### config.mk
export PLATFORM = sky130hd
export DESIGN_NAME = mc_control_unit_flat
export DESIGN_NICKNAME = d
export VERILOG_FILES = /design/src/rtl/mc_control_unit_if.sv /design/src/rtl/mc_control_unit.sv /design/src/flat_wrapper.sv
export SDC_FILE = /design/constraint.sdc
export NUM_CORES = 1
export LEC_CHECK = 0
export ABC_AREA = 1
export CAP_MARGIN = 20
export CORE_MARGIN = 2
export CORE_UTILIZATION = 35
export CTS_CLUSTER_DIAMETER = 150
export DETAILED_ROUTE_END_ITERATION = 8
export GPL_ROUTABILITY_DRIVEN = 0
export PLACE_DENSITY = 0.74
export SYNTH_ARGS = -nofsm -noshare
export SYNTH_HDL_FRONTEND = slang
export SYNTH_SLANG_ARGS = --single-unit
### constraint.sdc
create_clock -name CLK -period 1.32 [get_ports CLK]
set_clock_uncertainty 0.2 [all_clocks]
set_input_delay 0.132 -clock CLK [delete_from_list [all_inputs] [get_ports CLK]]
set_output_delay 0.132 -clock CLK [all_outputs]
set_load 0.005 [all_outputs]
### src/rtl/mc_control_unit_if.sv
// rtl/mc_control_unit_if.sv - control unit <-> datapath signal bundle
interface mc_control_unit_if;
    logic [5:0] opcode;
    logic       zero;
    logic       sign;
    logic       PCWre;
    logic       IRWre;
    logic       ExtSel;
    logic       ALUSrcB;
    logic [2:0] ALUOp;
    logic       RegWre;
    logic [1:0] RegDst;
    logic       WrRegDSrc;
    logic       DBDataSrc;
    logic       mRD;
    logic       mWR;
    logic [1:0] PCSrc;
    logic [2:0] state;

    modport master (
        input  opcode, zero, sign,
        output PCWre, IRWre, ExtSel, ALUSrcB, ALUOp, RegWre, RegDst,
               WrRegDSrc, DBDataSrc, mRD, mWR, PCSrc, state
    );

    modport slave (
        output opcode, zero, sign,
        input  PCWre, IRWre, ExtSel, ALUSrcB, ALUOp, RegWre, RegDst,
               WrRegDSrc, DBDataSrc, mRD, mWR, PCSrc, state
    );
endinterface

### src/rtl/mc_control_unit.sv
// rtl/mc_control_unit.sv - multi-cycle MIPS control FSM
module mc_control_unit #(
    parameter logic [5:0] HALT_OP = 6'b111111
) (
    input  logic                CLK,
    input  logic                Reset,
    mc_control_unit_if.master   bus
);
    typedef enum logic [2:0] {
        S_IF     = 3'b000,
        S_ID     = 3'b001,
        S_EXE_LS = 3'b010,
        S_MEM    = 3'b011,
        S_WB_L   = 3'b100,
        S_EXE_BR = 3'b101,
        S_EXE_AL = 3'b110,
        S_WB_AL  = 3'b111
    } state_t;

    localparam logic [5:0] OP_ADD   = 6'b000000;
    localparam logic [5:0] OP_SUB   = 6'b000001;
    localparam logic [5:0] OP_ADDIU = 6'b000010;
    localparam logic [5:0] OP_AND   = 6'b010000;
    localparam logic [5:0] OP_ANDI  = 6'b010001;
    localparam logic [5:0] OP_ORI   = 6'b010010;
    localparam logic [5:0] OP_SLTI  = 6'b011100;
    localparam logic [5:0] OP_SW    = 6'b100110;
    localparam logic [5:0] OP_LW    = 6'b100111;
    localparam logic [5:0] OP_BEQ   = 6'b110100;
    localparam logic [5:0] OP_BNE   = 6'b110101;
    localparam logic [5:0] OP_BLTZ  = 6'b110110;
    localparam logic [5:0] OP_J     = 6'b111000;
    localparam logic [5:0] OP_JR    = 6'b111001;
    localparam logic [5:0] OP_JAL   = 6'b111010;

    state_t state_q, state_d;

    logic is_add, is_sub, is_addiu, is_and, is_andi, is_ori, is_slti;
    logic is_sw, is_lw, is_beq, is_bne, is_bltz, is_j, is_jr, is_jal;
    logic is_halt, is_illegal, is_branch, ends_in_id, br_taken;

    always_comb begin
        is_add   = 1'b0; is_sub  = 1'b0; is_addiu = 1'b0; is_and  = 1'b0;
        is_andi  = 1'b0; is_ori  = 1'b0; is_slti  = 1'b0; is_sw   = 1'b0;
        is_lw    = 1'b0; is_beq  = 1'b0; is_bne   = 1'b0; is_bltz = 1'b0;
        is_j     = 1'b0; is_jr   = 1'b0; is_jal   = 1'b0; is_illegal = 1'b0;
        is_halt  = (bus.opcode == HALT_OP);
        if (!is_halt) begin
            case (bus.opcode)
                OP_ADD:   is_add   = 1'b1;
                OP_SUB:   is_sub   = 1'b1;
                OP_ADDIU: is_addiu = 1'b1;
                OP_AND:   is_and   = 1'b1;
                OP_ANDI:  is_andi  = 1'b1;
                OP_ORI:   is_ori   = 1'b1;
                OP_SLTI:  is_slti  = 1'b1;
                OP_SW:    is_sw    = 1'b1;
                OP_LW:    is_lw    = 1'b1;
                OP_BEQ:   is_beq   = 1'b1;
                OP_BNE:   is_bne   = 1'b1;
                OP_BLTZ:  is_bltz  = 1'b1;
                OP_J:     is_j     = 1'b1;
                OP_JR:    is_jr    = 1'b1;
                OP_JAL:   is_jal   = 1'b1;
                default:  is_illegal = 1'b1;
            endcase
        end
        is_branch  = is_beq | is_bne | is_bltz;
        ends_in_id = is_j | is_jr | is_jal | is_illegal;
        br_taken   = (is_beq & bus.zero) | (is_bne & ~bus.zero) | (is_bltz & bus.sign);
    end

    always_ff @(posedge CLK or negedge Reset) begin
        if (!Reset) begin
            state_q <= S_IF;
        end else begin
            state_q <= state_d;
        end
    end

    always_comb begin
        state_d = S_IF;
        case (state_q)
            S_IF:     state_d = S_ID;
            S_ID: begin
                if (is_halt)                state_d = S_ID;
                else if (ends_in_id)        state_d = S_IF;
                else if (is_branch)         state_d = S_EXE_BR;
                else if (is_lw || is_sw)    state_d = S_EXE_LS;
                else                        state_d = S_EXE_AL;
            end
            S_EXE_AL: state_d = S_WB_AL;
            S_EXE_LS: state_d = S_MEM;
            S_MEM:    state_d = is_lw ? S_WB_L : S_IF;
            default:  state_d = S_IF;
        endcase
    end

    // Everything is gated by Reset so the datapath sees all-zero controls
    // (including IRWre) for as long as reset is held.
    always_comb begin
        bus.PCWre     = 1'b0;
        bus.IRWre     = 1'b0;
        bus.ExtSel    = 1'b0;
        bus.ALUSrcB   = 1'b0;
        bus.ALUOp     = 3'b000;
        bus.RegWre    = 1'b0;
        bus.RegDst    = 2'b00;
        bus.WrRegDSrc = 1'b0;
        bus.DBDataSrc = 1'b0;
        bus.mRD       = 1'b0;
        bus.mWR       = 1'b0;
        bus.PCSrc     = 2'b00;
        bus.state     = state_q;
        if (Reset) begin
            bus.ExtSel = ~(is_andi | is_ori);
            bus.IRWre  = (state_q == S_IF);
            if (state_q != S_IF) begin
                bus.ALUSrcB   = is_addiu | is_andi | is_ori | is_slti | is_lw | is_sw;
                bus.WrRegDSrc = ~is_jal;
                bus.DBDataSrc = is_lw;
                if (is_sub || is_branch)              bus.ALUOp = 3'b001;
                else if (is_slti)                     bus.ALUOp = 3'b010;
                else if (is_and || is_andi)           bus.ALUOp = 3'b100;
                else if (is_ori)                      bus.ALUOp = 3'b101;
                if (is_add || is_sub || is_and)       bus.RegDst = 2'b10;
                else if (is_addiu || is_andi || is_ori || is_slti || is_lw)
                                                      bus.RegDst = 2'b01;
            end
            case (state_q)
                S_ID: begin
                    bus.PCWre  = ends_in_id;
                    bus.RegWre = is_jal;
                    if (is_j || is_jal)               bus.PCSrc = 2'b11;
                    else if (is_jr)                   bus.PCSrc = 2'b10;
                end
                S_EXE_BR: begin
                    bus.PCWre = 1'b1;
                    bus.PCSrc = br_taken ? 2'b01 : 2'b00;
                end
                S_MEM: begin
                    bus.mRD   = is_lw;
                    bus.mWR   = is_sw;
                    bus.PCWre = is_sw;
                end
                S_WB_L, S_WB_AL: begin
                    bus.PCWre  = 1'b1;
                    bus.RegWre = 1'b1;
                end
                default: ;
            endcase
        end
    end
endmodule
### src/flat_wrapper.sv
// flat-port wrapper written by rule: the top's interface ports become plain ports
module mc_control_unit_flat 
#(
    parameter logic [5:0] HALT_OP = 6'b111111
)
  (CLK, Reset, bus_opcode, bus_zero, bus_sign, bus_PCWre, bus_IRWre, bus_ExtSel, bus_ALUSrcB, bus_ALUOp, bus_RegWre, bus_RegDst, bus_WrRegDSrc, bus_DBDataSrc, bus_mRD, bus_mWR, bus_PCSrc, bus_state);
  mc_control_unit_if bus_i ();
  input  logic CLK;
  input  logic Reset;
  input wire logic [$bits(bus_i.opcode)-1:0] bus_opcode;
  input wire logic [$bits(bus_i.zero)-1:0] bus_zero;
  input wire logic [$bits(bus_i.sign)-1:0] bus_sign;
  output wire logic [$bits(bus_i.PCWre)-1:0] bus_PCWre;
  output wire logic [$bits(bus_i.IRWre)-1:0] bus_IRWre;
  output wire logic [$bits(bus_i.ExtSel)-1:0] bus_ExtSel;
  output wire logic [$bits(bus_i.ALUSrcB)-1:0] bus_ALUSrcB;
  output wire logic [$bits(bus_i.ALUOp)-1:0] bus_ALUOp;
  output wire logic [$bits(bus_i.RegWre)-1:0] bus_RegWre;
  output wire logic [$bits(bus_i.RegDst)-1:0] bus_RegDst;
  output wire logic [$bits(bus_i.WrRegDSrc)-1:0] bus_WrRegDSrc;
  output wire logic [$bits(bus_i.DBDataSrc)-1:0] bus_DBDataSrc;
  output wire logic [$bits(bus_i.mRD)-1:0] bus_mRD;
  output wire logic [$bits(bus_i.mWR)-1:0] bus_mWR;
  output wire logic [$bits(bus_i.PCSrc)-1:0] bus_PCSrc;
  output wire logic [$bits(bus_i.state)-1:0] bus_state;
  assign bus_i.opcode = bus_opcode;
  assign bus_i.zero = bus_zero;
  assign bus_i.sign = bus_sign;
  assign bus_PCWre = bus_i.PCWre;
  assign bus_IRWre = bus_i.IRWre;
  assign bus_ExtSel = bus_i.ExtSel;
  assign bus_ALUSrcB = bus_i.ALUSrcB;
  assign bus_ALUOp = bus_i.ALUOp;
  assign bus_RegWre = bus_i.RegWre;
  assign bus_RegDst = bus_i.RegDst;
  assign bus_WrRegDSrc = bus_i.WrRegDSrc;
  assign bus_DBDataSrc = bus_i.DBDataSrc;
  assign bus_mRD = bus_i.mRD;
  assign bus_mWR = bus_i.mWR;
  assign bus_PCSrc = bus_i.PCSrc;
  assign bus_state = bus_i.state;
  mc_control_unit #(.HALT_OP(HALT_OP)) u_core (.CLK(CLK), .Reset(Reset), .bus(bus_i));
endmodule
==> summary.txt, run 1 <==
Yosys
  • Mapped Cells: 103
  • Seq/Total Area, Yosys: 12.7%
  • Syn Nets: 113
  • Syn Std Cell Area: 589 sq um
  • Post-synthesis area per instance: 5.72 sq um
  • Register bit total from synthesis: 3
  • Ys Warns: 0
  • Post-synthesis cell type count: 22
  • Synth area leaders: dfrtp_1, nand2_1, nand3_1
  • Yosys top cell area share: 12.7%
  • Synth area leader: dfrtp_1

Layout
  • Share of layout cells above drive strength 1: 76.4%
  • Area Overhead vs Synth: 150%
  • Diode count: 0
  • Max FFs per register: 3
  • Fillers: 34
  • Finished Cell Area: 1470 sq um
  • Layout Nets: 202

Placed design
  • PortBufs: 28
  • Placed cell area: 1100 sq um
  • Detailed Place HPWL: 1630 um

Global routing
  • Largest net degree at the start of global routing: 7
  • First-pass GRT wire length: 5640 um
  • GR Util All Layers: 39.8%
  • Congestion Overflow GR: 0
  • Initial antenna violation count: 0
  • Vias in the first global route: 1204

Floorplan
  • Die Y: 45.0 um
  • Core ar.: 1540 sq um
  • # IOs: 29
  • Full die area: 2030 sq um
  • Initial Utilization: 38.2%
  • FP Rows: 14
  • Die W: 45.0 um

Detailed routing
  • Routed vias/inst: 6.13
  • Drt first pass iters: 5
  • Final WL: 4290 um
  • Drt initial violations: 88
  • DRC viols: 0
  • Post-DR wirelength/cell: 20.7 um
  • ANT nets after route: 0
  • Vias: 1269

Setup path
  • FF-to-FF End: u_core.bus.state[2]$_DFF_PN0_
  • Req. time, crit path: 0.99 ns
  • Kind of critical path: register to primary output
  • Worst Setup End Kind: primary output
  • R2r startpoint: u_core.bus.state[0]$_DFF_PN0_
  • Worst Setup Start Kind: register
  • Max incr delay on CP: 0.41 ns
  • Critical path arrival: 1.53 ns
  • CP most frequent cell: buf_6
  • R2R setup slack: -0.36 ns
  • Worst path slowest cell: dfrtp_1
  • R2R cell count: 9
  • Crit-path cells: buf_6 > nor3_4 > inv_2 > nand2_4 > buf_6 > a31oi_1 > buf_2
  • CP max FO: 6

Timing
  • Setup TNS: -7.31 ns
  • Hold_ws: 0.427 ns
  • Slew @ Worst Pin: 0.263 ns
  • Final setup fails: 22
  • Min cycle time layout: 1.86 ns
  • Fmax: 538 MHz
  • Final Hold Viols: 0
  • Fin. max-slew vios: 0
  • Period utilization: 141%
  • Max-slew headroom: 82.3%
  • Worst setup margin: -0.540 ns
  • RSZ-0062 raised after global routing: yes

CTS
  • Clk root buf: clkbuf_4
  • Clk slew on worst S/H paths: 0.04 ns
  • H-tree depth: 1
  • CTS sink cnt: 3
  • Number of CTS-inserted buffers: 3
  • CTS tree: yes
  • Clock Path Buffers: 2
  • Skew-Pair Late Insertion Delay: 0.23 ns

Pwr
  • Pwr/cell area: 1360 nW/um^2
  • Pleak: 0.802 nW
  • Worst vdd ir: 1.41 mV

Run status
  • Failing checks: negative setup slack
  • Status: finished with violations

Job
  • Max Cap Viol: 0

Min path
  • Worst Hold Class: primary input to async pin
[what timing repair did]
item	4_1_cts	5_1_grt
buffers inserted	34	5
hold endpoints to repair	3	0
resized for setup	145	27
cloned	0	0
setup endpoints to repair	22	22
hold buffers	1	0
pin swaps	19	20
[worst max-delay path by stage]
| stage | startpoint | to | cells past startpoint |
|---|---|---|---|
| finish | u_core.bus.state[0]$_DFF_PN0_ | bus_ALUOp[0] | 7 |
| global route | u_core.bus.state[1]$_DFF_PN0_ | bus_PCWre | 9 |
| CTS | u_core.bus.state[0]$_DFF_PN0_ | bus_ALUSrcB | 7 |
| detailed placement | bus_opcode[0] | bus_PCWre | 10 |
| global placement | bus_opcode[0] | bus_PCWre | 10 |
| floorplan | u_core.bus.state[1]$_DFF_PN0_ | u_core.bus.state[2]$_DFF_PN0_ | 7 |
[power breakdown]
group	total (mW)	internal (mW)	leakage (nW)	switching (mW)
Sequential	0.188	0.130	0.0358	0.0582
Clock	0.159	0.113	0.0150	0.0458
Combinational	1.66	0.859	0.751	0.801
Total	2.01	1.10	0.802	0.905
[layer usage]
layer / global-route usage (%) / share of wire [%]
met3: 7.20 / 12
met1: 46.9 / 32
met2: 66.0 / 46
met5: 0 / 0
met4: 25.3 / 10
[area by class of cell]
| class | instances | area (sq um) | area share (%) |
|---|---|---|---|
| inverters | 22 | 86.3 | 5.86 |
| flip-flops and latches | 3 | 77.6 | 5.26 |
| well taps | 16 | 20.0 | 1.36 |
| clock buffers | 4 | 26.3 | 1.78 |
| repair buffers | 84 | 656 | 44.5 |
| multi-input cells | 78 | 608 | 41.3 |
[cells in the mapped netlist, drive strengths merged]
cell     n
a31oi    1
o211ai   1
nor3     5
nand3b   1
o21ai    1
clkinv   1
nand2   23
a211oi   1
nand3   16
nand4    2
nor2    21
nor3b    1
a21oi    4
inv     21
o31ai    1
dfrtp    3
[critical path, delay by kind of cell, from the launching register on]
kind	cells	cell delay (ns)
simple gates	2	0.13
buf+inv	4	0.56
compound gates	1	0.19
flops	1	0.41
[layout by cell type (no fill, tap or decap), types with 5 or more instances in the layout]
master    n
nor2_2    8
nand2_4   5
nand3_2   7
nor2_4    7
nor2_1    6
inv_1     8
nand3_1   8
nand2_1  10
buf_6    18
buf_4    39
inv_2    12
nand2_2   8
buf_2    21
[per-stage QoR]
step	util, %	std cells	setup WS [ns]	total power [mW]
CTS	90.6	206	-0.440	1.65
detailed placement	71.2	174	-0.931	0.884
global placement	71.2	174	-0.897	0.867
finish	95.6	207	-0.540	2.01
global route	95.6	207	-0.573	2.06
floorplan	-	103	0.0114	0.465
[logic make-up (layout without fill, tap and decap cells)]
group	after synthesis	after routing	share of synthesized area (%)
simple gates	69	69	63.3
buf+inv	22	110	14.0
compound gates	9	9	9.98
flops	3	3	12.7
Power figures use the tool's default switching activity.
==> run 2, diff against run 1 <==
--- a/config.mk
+++ b/config.mk
@@ -10,9 +10,11 @@
 export CORE_MARGIN = 2
 export CORE_UTILIZATION = 35
 export CTS_CLUSTER_DIAMETER = 150
+export CTS_CLUSTER_SIZE = 40
 export DETAILED_ROUTE_END_ITERATION = 8
 export GPL_ROUTABILITY_DRIVEN = 0
 export PLACE_DENSITY = 0.74
+export SETUP_SLACK_MARGIN = 0.3
 export SYNTH_ARGS = -nofsm -noshare
 export SYNTH_HDL_FRONTEND = slang
 export SYNTH_SLANG_ARGS = --single-unit
==> run 2 against run 1 <==
  * Area after synthesis is the same
  * The run now fails in global routing
  * Synthesized cell count is the same
==> summary.txt, run 2 <==
Run status
  • Exit stage: global routing
  • Status: did not finish
  • Stop err: [ERROR DPL-0038] Utilization greater than 100%, impossible to legalize

Global routing
  • Largest net degree at the start of global routing: 7

Floorplan
  • Initial Utilization: 38.2%
  • Die W: 45.0 um
  • # IOs: 29
  • Die Y: 45.0 um
  • FP Rows: 14

Timing
  • Category of the worst endpoint: output port
  • GRT worst endpoint: bus_ALUOp[0]

Yosys
  • Most common library cells after synthesis: nand2_1, inv_1, nor2_1
  • Asr flop ratio synth: 100%
  • Yosys top cell area share: 12.7%
  • Register bit total from synthesis: 3
  • Post-synth top flop: dfrtp_1
  • Synth area leaders: dfrtp_1, nand2_1, nand3_1
  • Cell with the most instances after synthesis: nand2_1
  • Post-synthesis cell type count: 22
  • Ys Warns: 0
  • Mapped Cells: 103
  • EDFF count, synth: 0
  • Synth area leader: dfrtp_1
  • Syn Nets: 113
  • Seq/Total Area, Yosys: 12.7%
  • Post-synthesis area per instance: 5.72 sq um
  • Syn Std Cell Area: 589 sq um

CTS
  • Number of CTS-inserted buffers: 3
  • Clk root buf: clkbuf_4
  • CTS sink cnt: 3
  • Clock Path Buffers: 2
  • H-tree depth: 1

Placed design
  • PortBufs: 28
  • Detailed Place HPWL: 1840 um
  • Post-Place Cells: 177
-- run 2: cell counts after synthesis --
Identical to the previous run, type by type.
-- run 2: cells by family after synthesis --
kind of cell           share of synthesized area (%)
DFF                                             12.7
and+or+nand+nor                                 63.3
AOI/OAI and AO/OA                               9.98
buffers and inverters                           14.0
-- run 2: stage by stage --
step | hold WS, ns | setup TNS, ns | cell area [sq um] | setup WS, ns
floorplan | -0.364 | 0 | 642 | 0.0624
global placement | 0.246 | -13.55 | 1170 | -0.903
detailed placement | 0.262 | -13.99 | 1170 | -0.937
CTS | 0.277 | -6.92 | 1450 | -0.479
-- run 2: timing repair --
item | CTS
pin swaps | 15
endpoints found under the setup margin | 22
endpoints found under the hold margin | 3
gates resized for setup | 139
hold buffers | 1
setup buffers | 21
==> run 3, diff against run 2 <==
--- a/config.mk
+++ b/config.mk
@@ -7,14 +7,11 @@
 export LEC_CHECK = 0
 export ABC_AREA = 1
 export CAP_MARGIN = 20
-export CORE_MARGIN = 2
-export CORE_UTILIZATION = 35
-export CTS_CLUSTER_DIAMETER = 150
-export CTS_CLUSTER_SIZE = 40
+export CORE_AREA = 2 2 63 65
 export DETAILED_ROUTE_END_ITERATION = 8
+export DIE_AREA = 0 0 65 67
 export GPL_ROUTABILITY_DRIVEN = 0
-export PLACE_DENSITY = 0.74
-export SETUP_SLACK_MARGIN = 0.3
+export PLACE_DENSITY_LB_ADDON = 0.15
 export SYNTH_ARGS = -nofsm -noshare
 export SYNTH_HDL_FRONTEND = slang
 export SYNTH_SLANG_ARGS = --single-unit
==> constraint.sdc (replaced) <==
create_clock -name CLK -period 1.7 [get_ports CLK]
set_clock_uncertainty 0.2 [all_clocks]
set_input_delay 0.17 -clock CLK [delete_from_list [all_inputs] [get_ports CLK]]
set_output_delay 0.17 -clock CLK [all_outputs]
set_load 0.005 [all_outputs]
==> run 3 against run 2 <==
  * The flow now finishes, with violations (negative setup slack)
==> summary.txt, run 3 (synthesis gave the netlist of run 1 again) <==
Setup path
  • R2R setup slack: 0.25 ns
  • R2R cell count: 8
  • Worst Setup Start Kind: register
  • Req. time, crit path: 1.33 ns
  • Worst Setup End Kind: primary output
  • Critical path arrival: 1.40 ns
  • FF-to-FF End: u_core.bus.state[2]$_DFF_PN0_
  • R2r startpoint: u_core.bus.state[0]$_DFF_PN0_
  • Kind of critical path: register to primary output
  • CP max FO: 4

CTS
  • CTS tree: yes
  • H-tree depth: 1
  • Number of CTS-inserted buffers: 3
  • Clk slew on worst S/H paths: 0.03 ns
  • Clock Path Buffers: 2
  • Skew-Pair Late Insertion Delay: 0.21 ns
  • Clk root buf: clkbuf_8
  • CTS sink cnt: 3

Detailed routing
  • Post-DR wirelength/cell: 10.4 um
  • DRC viols: 0
  • Vias: 926
  • ANT nets after route: 0
  • Routed vias/inst: 4.01
  • Drt initial violations: 12
  • Final WL: 2410 um
  • Drt first pass iters: 4

Layout
  • Diode count: 0
  • Area Overhead vs Synth: 139%
  • Most common cell after layout, fill and taps aside: buf_4
  • Max FFs per register: 3
  • Layout Nets: 194
  • Share of layout cells above drive strength 1: 66.7%
  • Final cell count without fillers: 231
  • Most frequent cells in the layout: buf_4, nand2_1, inv_1

Min path
  • Hold endpoint: u_core.bus.state[0]$_DFF_PN0_
  • Worst Hold Class: register to register
  • Hold depth: 2
  • Hold Startpoint: u_core.bus.state[1]$_DFF_PN0_

Global routing
  • Largest net degree at the start of global routing: 7
  • First-pass GRT wire length: 4020 um
  • Congestion Overflow GR: 0
  • GR Util All Layers: 11.6%
  • Vias in the first global route: 962
  • Initial antenna violation count: 0

Timing
  • Hold_ws: 0.391 ns
  • Worst setup margin: -0.0674 ns
  • Setup TNS: -0.438 ns
  • Fin. max-slew vios: 0
  • Fmax: 566 MHz
  • Min cycle time layout: 1.77 ns
  • Max-slew headroom: 87.2%
  • RSZ-0062 raised after global routing: yes
  • Slew @ Worst Pin: 0.191 ns
  • Final setup fails: 11
  • Final Hold Viols: 0
  • Period utilization: 104%

Job
  • Max Cap Viol: 0

Floorplan
  • Die W: 65 um
  • Die Y: 67 um
  • Initial Utilization: 16.3%
  • Core ar.: 3610 sq um
  • Full die area: 4360 sq um
  • FP Rows: 22
  • # IOs: 29

Pwr
  • Pwr/cell area: 927 nW/um^2
  • Pleak: 0.724 nW
  • Worst vdd ir: 0.437 mV

Placed design
  • Detailed Place HPWL: 1810 um
  • PortBufs: 28
  • Post-Place Cells: 212

Run status
  • Status: finished with violations
  • Failing checks: negative setup slack
==> run 3: worst max-delay path, cell delays in order (launching register included) <==
cell     delay (ns)
dfrtp_2        0.43
buf_6          0.13
nor3_4         0.19
inv_2          0.07
nand2_4        0.09
buf_6          0.10
a31oi_1        0.04
buf_2          0.13
==> run 3: metal layers <==
metal | up-vias | track usage [%] | part of all wire, %
li1 | 494 | - | -
met1 | 414 | 14.0 | 44
met2 | 16 | 21.9 | 52
met3 | 2 | 1.18 | 3.4
met4 | 0 | 2.39 | 0.71
met5 | - | 0 | 0
==> run 3: worst max path at each step <==
stage | endpoint | slack (ns) | cells after the start | start
after floorplan | bus_PCSrc[0] | 0.34 | 5 | u_core.bus.state[1]$_DFF_PN0_
after global placement | bus_PCWre | -0.68 | 8 | bus_opcode[0]
after detailed placement | bus_PCWre | -0.69 | 8 | bus_opcode[0]
after CTS | bus_WrRegDSrc | -0.12 | 7 | u_core.bus.state[1]$_DFF_PN0_
after global routing | bus_ALUOp[0] | -0.12 | 7 | u_core.bus.state[1]$_DFF_PN0_
final | bus_ALUOp[0] | -0.07 | 7 | u_core.bus.state[1]$_DFF_PN0_
==> run 3: timing repair <==
action	CTS	global route
buffers inserted	14	2
gates resized for setup	85	31
gates cloned	0	0
setup endpoints to repair	16	17
pin swaps	5	6
endpoints found under the hold margin	3	0
hold buffers	1	0
==> run 3: cell type report <==
class / instances / area (sq um)
fill: 383 / 2200
timing repair buffer: 76 / 607
multi-input combinational: 78 / 532
inverter: 22 / 83.8
sequential: 3 / 78.8
tap: 48 / 60.1
clock buffer: 4 / 45.0
==> run 3: power by group <==
| part | internal, mW | switching [mW] |
|---|---|---|
| Sequential | 0.104 | 0.0515 |
| Combinational | 0.545 | 0.395 |
| Clock | 0.160 | 0.0478 |
| Total | 0.809 | 0.495 |
==> run 3: stage by stage <==
stage               worst slack [ns]  area (sq um)  total power, mW  util [%]
floorplan                      0.339           589            0.358         -
global placement              -0.676          1180            0.760      32.7
CTS                           -0.116          1360             1.20      37.6
detailed placement            -0.690          1180            0.752      32.7
global route                  -0.123          1410             1.40      39.0
finish                       -0.0674          1410             1.30      39.0
==> run 4, diff against run 3 <==
--- a/config.mk
+++ b/config.mk
@@ -12,6 +12,7 @@
 export DIE_AREA = 0 0 65 67
 export GPL_ROUTABILITY_DRIVEN = 0
 export PLACE_DENSITY_LB_ADDON = 0.15
+export SLEW_MARGIN = 20
 export SYNTH_ARGS = -nofsm -noshare
 export SYNTH_HDL_FRONTEND = slang
 export SYNTH_SLANG_ARGS = --single-unit
==> results of run 4 <==
Final layout, timing and power as in run 3 (identical DEF).
